<file path="config.mk">
export PLATFORM = sky130hd
export DESIGN_NAME = hazard_unit_flat
export DESIGN_NICKNAME = d
export VERILOG_FILES = /design/src/rtl/hazard_if.sv /design/src/rtl/hazard_unit.sv /design/src/flat_wrapper.sv
export SDC_FILE = /design/constraint.sdc
export NUM_CORES = 1
export LEC_CHECK = 0
export CORE_ASPECT_RATIO = 0.6
export CORE_UTILIZATION = 31
export CTS_CLUSTER_SIZE = 16
export DETAILED_ROUTE_END_ITERATION = 10
export GPL_TIMING_DRIVEN = 0
export MAX_ROUTING_LAYER = met4
export PLACE_DENSITY = 0.77
export SYNTH_ARGS = -nofsm -noshare
export SYNTH_HDL_FRONTEND = slang
export SYNTH_SLANG_ARGS = --single-unit
</file>
<file path="constraint.sdc">
create_clock -name clk -period 1.8 [get_ports clk]
set_input_delay 0.36 -clock clk [delete_from_list [all_inputs] [get_ports clk]]
set_output_delay 0.36 -clock clk [all_outputs]
set_load 0.1 [all_outputs]
</file>
<file path="src/rtl/hazard_if.sv">
// Interface that groups the stage-register fields the hazard unit reads and the interlock controls it returns.
// The pipeline side uses the master modport and the hazard unit uses the slave modport.
interface hazard_if #(
    parameter int CNT_W = 16
);
    logic [4:0]       IF_ID_Rs;
    logic [4:0]       IF_ID_Rt;
    logic             ID_UsesRt;
    logic             ID_Branch;
    logic             ID_MulDiv;
    logic             ID_ReadsHiLo;
    logic [4:0]       ID_EX_Rt;
    logic             ID_EX_MemRead;
    logic [4:0]       EX_MEM_Rd;
    logic             EX_MEM_MemRead;
    logic             BranchTaken;
    logic             Jump;
    logic             PC_Write;
    logic             IF_ID_Write;
    logic             ID_EX_Bubble;
    logic             IF_ID_Flush;
    logic             MD_Busy;
    logic [CNT_W-1:0] StallCycles;
    logic [CNT_W-1:0] FlushCount;

    modport master (
        output IF_ID_Rs, IF_ID_Rt, ID_UsesRt, ID_Branch, ID_MulDiv, ID_ReadsHiLo,
               ID_EX_Rt, ID_EX_MemRead, EX_MEM_Rd, EX_MEM_MemRead, BranchTaken, Jump,
        input  PC_Write, IF_ID_Write, ID_EX_Bubble, IF_ID_Flush, MD_Busy,
               StallCycles, FlushCount
    );

    modport slave (
        input  IF_ID_Rs, IF_ID_Rt, ID_UsesRt, ID_Branch, ID_MulDiv, ID_ReadsHiLo,
               ID_EX_Rt, ID_EX_MemRead, EX_MEM_Rd, EX_MEM_MemRead, BranchTaken, Jump,
        output PC_Write, IF_ID_Write, ID_EX_Bubble, IF_ID_Flush, MD_Busy,
               StallCycles, FlushCount
    );
endinterface

</file>
<file path="src/rtl/hazard_unit.sv">
// Stall/flush controller for the 5-stage MIPS pipeline, with a mult/div busy tracker.
// Define HAZARD_PERF_EN to build the saturating StallCycles/FlushCount counters.
module hazard_unit #(
    parameter int MD_LATENCY = 32,
    parameter int CNT_W      = 16
) (
    input  logic    clk,
    input  logic    rst,
    hazard_if.slave hz
);
    localparam int MD_CNT_W = $clog2(MD_LATENCY + 1);

    typedef enum logic {
        MD_IDLE,
        MD_BUSY
    } md_state_e;

    md_state_e           state_q, state_d;
    logic [MD_CNT_W-1:0] cnt_q, cnt_d;
    logic                lu_hz, bl_hz, md_hz, stall, flush, md_busy;

    assign lu_hz = hz.ID_EX_MemRead && (hz.ID_EX_Rt != 5'd0) &&
                   ((hz.ID_EX_Rt == hz.IF_ID_Rs) ||
                    (hz.ID_UsesRt && (hz.ID_EX_Rt == hz.IF_ID_Rt)));
    assign bl_hz = hz.ID_Branch && hz.EX_MEM_MemRead && (hz.EX_MEM_Rd != 5'd0) &&
                   ((hz.EX_MEM_Rd == hz.IF_ID_Rs) || (hz.EX_MEM_Rd == hz.IF_ID_Rt));
    assign md_hz = md_busy && (hz.ID_MulDiv || hz.ID_ReadsHiLo);
    assign stall = lu_hz || bl_hz || md_hz;
    // A stalled control transfer is held in ID and flushes once the stall clears.
    assign flush = !stall && ((hz.BranchTaken && hz.ID_Branch) || hz.Jump);

    always_ff @(posedge clk) begin
        // NOTE: sequential state uses non-blocking assignments so every register samples pre-edge values.
        if (rst) begin
            state_q <= MD_IDLE;
            cnt_q   <= '0;
        end else begin
            state_q <= state_d;
            cnt_q   <= cnt_d;
        end
    end

    always_comb begin
        // NOTE: defaults first so every path assigns every output and no latch is inferred.
        state_d = state_q;
        cnt_d   = cnt_q;
        unique case (state_q)
            MD_IDLE: begin
                if (hz.ID_MulDiv && !stall) begin
                    state_d = MD_BUSY;
                    cnt_d   = MD_CNT_W'(MD_LATENCY - 1);
                end
            end
            MD_BUSY: begin
                if (cnt_q == '0) begin
                    state_d = MD_IDLE;
                end else begin
                    cnt_d = cnt_q - 1'b1;
                end
            end
            default: begin
                state_d = MD_IDLE;
                cnt_d   = '0;
            end
        endcase
    end

    always_comb begin
        md_busy         = (state_q == MD_BUSY);
        hz.MD_Busy      = md_busy;
        hz.PC_Write     = !stall;
        hz.IF_ID_Write  = !stall;
        hz.ID_EX_Bubble = stall;
        hz.IF_ID_Flush  = flush;
    end

`ifdef HAZARD_PERF_EN
    logic [CNT_W-1:0] stall_cnt_q, stall_cnt_d;
    logic [CNT_W-1:0] flush_cnt_q, flush_cnt_d;

    always_comb begin
        stall_cnt_d = stall_cnt_q;
        flush_cnt_d = flush_cnt_q;
        if (stall && (stall_cnt_q != '1)) stall_cnt_d = stall_cnt_q + 1'b1;
        if (flush && (flush_cnt_q != '1)) flush_cnt_d = flush_cnt_q + 1'b1;
    end

    always_ff @(posedge clk) begin
        if (rst) begin
            stall_cnt_q <= '0;
            flush_cnt_q <= '0;
        end else begin
            stall_cnt_q <= stall_cnt_d;
            flush_cnt_q <= flush_cnt_d;
        end
    end

    assign hz.StallCycles = stall_cnt_q;
    assign hz.FlushCount  = flush_cnt_q;
`else
    assign hz.StallCycles = '0;
    assign hz.FlushCount  = '0;
`endif
endmodule

</file>
<file path="src/flat_wrapper.sv">
// flat-port wrapper written by rule: the top's interface ports become plain ports
module hazard_unit_flat 
#(
    parameter int MD_LATENCY = 32,
    parameter int CNT_W      = 16
)
  (clk, rst, hz_IF_ID_Rs, hz_IF_ID_Rt, hz_ID_UsesRt, hz_ID_Branch, hz_ID_MulDiv, hz_ID_ReadsHiLo, hz_ID_EX_Rt, hz_ID_EX_MemRead, hz_EX_MEM_Rd, hz_EX_MEM_MemRead, hz_BranchTaken, hz_Jump, hz_PC_Write, hz_IF_ID_Write, hz_ID_EX_Bubble, hz_IF_ID_Flush, hz_MD_Busy, hz_StallCycles, hz_FlushCount);
  hazard_if #(.CNT_W(CNT_W)) hz_i ();
  input  logic clk;
  input  logic rst;
  input wire logic [$bits(hz_i.IF_ID_Rs)-1:0] hz_IF_ID_Rs;
  input wire logic [$bits(hz_i.IF_ID_Rt)-1:0] hz_IF_ID_Rt;
  input wire logic [$bits(hz_i.ID_UsesRt)-1:0] hz_ID_UsesRt;
  input wire logic [$bits(hz_i.ID_Branch)-1:0] hz_ID_Branch;
  input wire logic [$bits(hz_i.ID_MulDiv)-1:0] hz_ID_MulDiv;
  input wire logic [$bits(hz_i.ID_ReadsHiLo)-1:0] hz_ID_ReadsHiLo;
  input wire logic [$bits(hz_i.ID_EX_Rt)-1:0] hz_ID_EX_Rt;
  input wire logic [$bits(hz_i.ID_EX_MemRead)-1:0] hz_ID_EX_MemRead;
  input wire logic [$bits(hz_i.EX_MEM_Rd)-1:0] hz_EX_MEM_Rd;
  input wire logic [$bits(hz_i.EX_MEM_MemRead)-1:0] hz_EX_MEM_MemRead;
  input wire logic [$bits(hz_i.BranchTaken)-1:0] hz_BranchTaken;
  input wire logic [$bits(hz_i.Jump)-1:0] hz_Jump;
  output wire logic [$bits(hz_i.PC_Write)-1:0] hz_PC_Write;
  output wire logic [$bits(hz_i.IF_ID_Write)-1:0] hz_IF_ID_Write;
  output wire logic [$bits(hz_i.ID_EX_Bubble)-1:0] hz_ID_EX_Bubble;
  output wire logic [$bits(hz_i.IF_ID_Flush)-1:0] hz_IF_ID_Flush;
  output wire logic [$bits(hz_i.MD_Busy)-1:0] hz_MD_Busy;
  output wire logic [$bits(hz_i.StallCycles)-1:0] hz_StallCycles;
  output wire logic [$bits(hz_i.FlushCount)-1:0] hz_FlushCount;
  assign hz_i.IF_ID_Rs = hz_IF_ID_Rs;
  assign hz_i.IF_ID_Rt = hz_IF_ID_Rt;
  assign hz_i.ID_UsesRt = hz_ID_UsesRt;
  assign hz_i.ID_Branch = hz_ID_Branch;
  assign hz_i.ID_MulDiv = hz_ID_MulDiv;
  assign hz_i.ID_ReadsHiLo = hz_ID_ReadsHiLo;
  assign hz_i.ID_EX_Rt = hz_ID_EX_Rt;
  assign hz_i.ID_EX_MemRead = hz_ID_EX_MemRead;
  assign hz_i.EX_MEM_Rd = hz_EX_MEM_Rd;
  assign hz_i.EX_MEM_MemRead = hz_EX_MEM_MemRead;
  assign hz_i.BranchTaken = hz_BranchTaken;
  assign hz_i.Jump = hz_Jump;
  assign hz_PC_Write = hz_i.PC_Write;
  assign hz_IF_ID_Write = hz_i.IF_ID_Write;
  assign hz_ID_EX_Bubble = hz_i.ID_EX_Bubble;
  assign hz_IF_ID_Flush = hz_i.IF_ID_Flush;
  assign hz_MD_Busy = hz_i.MD_Busy;
  assign hz_StallCycles = hz_i.StallCycles;
  assign hz_FlushCount = hz_i.FlushCount;
  hazard_unit #(.MD_LATENCY(MD_LATENCY), .CNT_W(CNT_W)) u_core (.clk(clk), .rst(rst), .hz(hz_i));
endmodule
</file>
==> impl_metrics.ini, run 1 <==
[layout]
area_growth_pct = 78.0
final_area_mm2 = 0.00160
final_nets = 218
drive_gt1_frac = 0.409
final_common_cell = buf_4
layout_common_cells = buf_4, conb_1, xor2_1
diodes = 0
nFillCells = 231

[sta]
finalHoldViolCount = 0
slew_headroom = 0.636
finalCritPeriodShare = 1.23
rsz0062_at_grt = yes
worst_slew_pin_slew_ps = 549
finalMaxSlewViolations = 0
skew_ps = 0.562
period_minus_slack_ps = 2210
max_freq_mhz = 452
setup_viol = 4
setup_ws_ps = -414

[detailed_routing]
antenna_left = 0
first_pass_iters = 3
wirelength_um = 2320
wire_per_inst_um = 10.7
vias_per_cell = 4.00
post-route-drc-count = 0
num_vias = 872
drt_iter0_markers = 10

[placement]
pre_cts_ws_ps = -1770
place_congestion = 0.893
placed_area_mm2 = 0.00143
portBuffers = 34

[setup_path]
cpPeakStageDelay_ps = 520
cp_cell_sequence = buf_8, or4_4, o211ai_1, buf_4, o22ai_4, or2_1, buf_12
required_ps = 1440
arrival_ps = 1850
worstPathMaxFanout = 3
criticalPathCategory = in -> out
slowest_stage = or4_4
crit_path_start_kind = input pin
crit_family = simple AND/OR/NAND/NOR gates
cp-end-kind = primary output
path_buf_inv = 3
r2r_slack_ps = 120

[yosys]
synth_area_um2 = 898
async_flop_share = 0
synth.distinct_cells = 30
synth_edf_count = 0
synth_flop_cell = dfxtp_1
synth.avg_cell_area_um2 = 8.02
synthCells = 112
yosysWarnings = 0
ys_seq_elements = 7
yosysSeqAreaShare = 0.156

[floorplan]
dieArea_mm2 = 0.00312
die_y_um = 43.7
core_area_mm2 = 0.00263
rows = 14
die_width_um = 71.5
initial_core_util = 0.342
ios = 67

[global_routing]
grt_use_total = 0.152
grt_pass1_vias = 828
antenna_found_initial = 0
overflow = 0
grt_pass1_wl_um = 3510
grt_max_degree = 9

[power_and_ir_drop]
p_leak_nw = 0.797
p_total_mw = 1.24
power_density_mw_per_mm2 = 773
peakVddDrop_mv = 0.409

[cts]
clockBufferDepth = 2
path_clk_slew_ps = 40
cts_buffers = 3
htreeDepth = 1
cts_hold_buffers = 0
clkLatencyLatePin_ps = 220
clock-root-buffer = clkbuf_8
cts_tree = yes
clkSinkCount = 7

[job]
cap_violations = 0

[outcome]
outcome = finished with violations
violations = setup timing

[worst_hold_path]
min_path_type = reg -> reg
-- final timing paths --
path                                start                      endpoint  cells past startpoint
max                       hz_EX_MEM_Rd[2]               hz_ID_EX_Bubble                      7
max reg2reg  u_core.cnt_q[0]$_SDFFE_PP0P_  u_core.cnt_q[5]$_SDFFE_PP0P_                      7
min          u_core.cnt_q[0]$_SDFFE_PP0P_  u_core.cnt_q[0]$_SDFFE_PP0P_                      2
min reg2reg  u_core.cnt_q[0]$_SDFFE_PP0P_  u_core.cnt_q[0]$_SDFFE_PP0P_                      2
-- tightest hold or removal path, stage by stage (launching register included) --
cell	delay, ps
dfxtp_2	330
inv_1	70
a31oi_1	70
-- cell families (layout without fill, tap and decap cells) --
logic type / Yosys count / count (layout) / synth area share
simple gates: 23 / 23 / 0.150
fa+ha+maj: 1 / 1 / 0.0139
buf+inv: 35 / 78 / 0.284
xor+xnor: 24 / 24 / 0.234
other cells: 1 / 32 / 0.00417
flops: 7 / 7 / 0.156
compound gates: 21 / 21 / 0.157
-- cell usage after synthesis, types with 2 or more instances --
cell	instances	share of area
a21o_1	4	0.033
a21oi_1	6	0.033
buf_4	33	0.28
dfxtp_1	7	0.16
inv_1	2	0.0084
nor2_1	7	0.029
nor3_1	5	0.028
o21a_1	2	0.017
o21ai_0	2	0.011
or4_1	2	0.017
xnor2_1	5	0.049
xor2_1	19	0.19
-- power breakdown --
group,leakage (nW),internal [mW],switching [mW]
Clock,0.0228,0.153,0.0642
Sequential,0.0589,0.181,0.0273
Combinational,0.715,0.261,0.551
-- layout make-up --
cell class / instances / area, um^2 / share of cell area
Inverter: 2 / 7.51 / 0.00469
Sequential cell: 7 / 144 / 0.0900
Clock buffer: 4 / 45.0 / 0.0282
Buffer: 33 / 260 / 0.163
Timing Repair Buffer: 39 / 393 / 0.246
Multi-Input combinational cell: 101 / 709 / 0.444
Tap cell: 32 / 40.0 / 0.0250
-- per-stage QoR --
step	TNS (ps)	std cells	hold slack, ps	util
detailed placement	-9560	209	518	0.546
CTS	-1680	217	526	0.600
finish	-1460	218	507	0.609
global placement	-9290	209	499	0.546
global route	-1630	218	523	0.609
floorplan	-2190	143	422	-
-- routing by layer --
metal	GRT usage	vias up	routed length [um]
li1	-	459	-
met1	0.172	386	967
met2	0.257	25	1210
met3	0.0605	2	131
met4	0.0353	0	12
met5	-	-	0
-- sequential cells by signal (all words and copies together), names as in the netlist --
| signal | count |
|---|---|
| u_core.cnt_q | 6 |
| u_core.hz.MD_Busy | 1 |
-- what timing repair did --
item | CTS | global route
setup endpoints to repair | 12 | 11
resized for setup | 89 | 28
pin swaps | 12 | 9
setup buffers | 5 | 1
Power figures use the tool's default switching activity.
==> run 2, diff against run 1 <==
Settings changed: TNS_END_PERCENT set to 50.
==> impl_metrics.ini, run 2 (synthesis results as in run 1) <==
[outcome]
outcome = finished with violations
violations = setup timing

[setup_path]
crit_path_start_kind = input pin
worstPathMaxFanout = 3
rr_startpoint = u_core.cnt_q[0]$_SDFFE_PP0P_
r2r_slack_ps = 120
crit_family = simple AND/OR/NAND/NOR gates
cp-end-kind = primary output
path_buf_inv = 3
slowest_stage = or4_4
required_ps = 1440
reg2regPathDepth = 7
r2r-end = u_core.cnt_q[5]$_SDFFE_PP0P_
arrival_ps = 1850
cp_cell_sequence = buf_2, or4_4, o21ai_4, o22ai_4, buf_6, nor3_4, buf_12
criticalPathCategory = in -> out
cpPeakStageDelay_ps = 530

[cts]
cts_buffers = 3
clockBufferDepth = 2
clkLatencyLatePin_ps = 230
path_clk_slew_ps = 40
cts_hold_buffers = 0
htreeDepth = 1
cts_tree = yes
clkSinkCount = 7
clock-root-buffer = clkbuf_8

[power_and_ir_drop]
power_density_mw_per_mm2 = 772
p_leak_nw = 0.803
peakVddDrop_mv = 0.585

[floorplan]
die_width_um = 71.5
die_y_um = 43.7
core_area_mm2 = 0.00263
rows = 14
dieArea_mm2 = 0.00312
initial_core_util = 0.342
ios = 67

[layout]
seqCellArea_um2 = 144
final_common_cell = buf_4
finish.utilization = 0.614
area_growth_pct = 79.5
layout_common_cells = buf_4, conb_1, xor2_1
largest_register = u_core.cnt_q
drive_gt1_frac = 0.420
largest_reg_flops = 6
final_nets = 220
nFillCells = 244
diodes = 0
multi_input_area_um2 = 723

[sta]
slew_headroom = 0.641
fin_setup_tns_ps = -1430
setup_viol = 4
rsz0062_at_grt = yes
setup_ws_ps = -405
finalCritPeriodShare = 1.23
skew_ps = 0.623
finalHoldViolCount = 0
worst_slew_pin_slew_ps = 542
max_freq_mhz = 453
finalMaxSlewViolations = 0
period_minus_slack_ps = 2210
finalHoldWorstSlack_ps = 516

[detailed_routing]
m1WireLength_um = 1030
first_pass_iters = 4
vias_per_cell = 4.10
antenna_left = 0
num_vias = 903
wirelength_um = 2320
topRoutingLayerUsed = met3
wire_per_inst_um = 10.5
post-route-drc-count = 0
drt_iter0_markers = 25
met2RoutedLength_um = 1130
dr_wl_met3_um = 162

[placement]
place_congestion = 0.835
pre_cts_ws_ps = -1780
portBuffers = 34

[worst_hold_path]
min_path_type = reg -> reg
hold-path-endpoint = u_core.cnt_q[0]$_SDFFE_PP0P_
min_path_cells = 2
min_from = u_core.cnt_q[0]$_SDFFE_PP0P_

[global_routing]
grt_use_total = 0.164
grt_pass1_wl_um = 3810
antenna_found_initial = 0
overflow = 0
grt_max_degree = 9
grt_pass1_vias = 856

[job]
cap_violations = 0
==> run 2: power breakdown <==
group / switching [mW] / total [mW] / internal [mW]
Clock: 0.0668 / 0.220 / 0.153
Sequential: 0.0264 / 0.207 / 0.181
Combinational: 0.555 / 0.818 / 0.264
Total: 0.648 / 1.25 / 0.597
==> run 2: worst max-delay path by stage <==
stage	from	endpoint	slack [ps]	cells past startpoint
floorplan	hz_EX_MEM_Rd[0]	hz_IF_ID_Flush	-650	4
global placement	hz_EX_MEM_Rd[3]	hz_PC_Write	-1770	7
detailed placement	hz_EX_MEM_Rd[3]	hz_PC_Write	-1780	7
CTS	hz_EX_MEM_Rd[2]	hz_IF_ID_Flush	-430	8
global route	hz_EX_MEM_Rd[2]	hz_IF_ID_Flush	-470	8
finish	hz_ID_EX_Rt[3]	hz_IF_ID_Flush	-410	7
==> run 2: metal layers <==
metal  global-route usage  vias up
li1                     -      465
met1                0.189      406
met2                0.291       32
met3               0.0512        0
met4               0.0235        0
met5                    -        -
==> run 2: tightest hold or removal path, cell delays in order, from the launching register on <==
cell	delay, ps
dfxtp_2	330
inv_1	70
a31oi_1	80
==> run 2: metrics by stage <==
stage	power, mW	instance area, um^2	std cells
4_1_cts	1.25	1640	225
2_1_floorplan	0.825	1050	143
6_report	1.25	1610	220
3_5_place_dp	0.963	1430	209
5_1_grt	1.30	1610	220
3_3_place_gp	0.956	1430	209
==> run 2: what timing repair did <==
item	4_1_cts	5_1_grt
pin swaps	17	7
buffers inserted	12	2
setup endpoints to repair	12	11
cloned	0	0
resized for setup	111	11
==> run 2: area by class of cell <==
class | count | area share
Buffer | 33 | 0.161
Clock buffer | 4 | 0.0279
Inverter | 2 | 0.00465
Multi-Input combinational cell | 101 | 0.448
Sequential cell | 7 | 0.0892
Tap cell | 32 | 0.0248
Timing Repair Buffer | 41 | 0.244
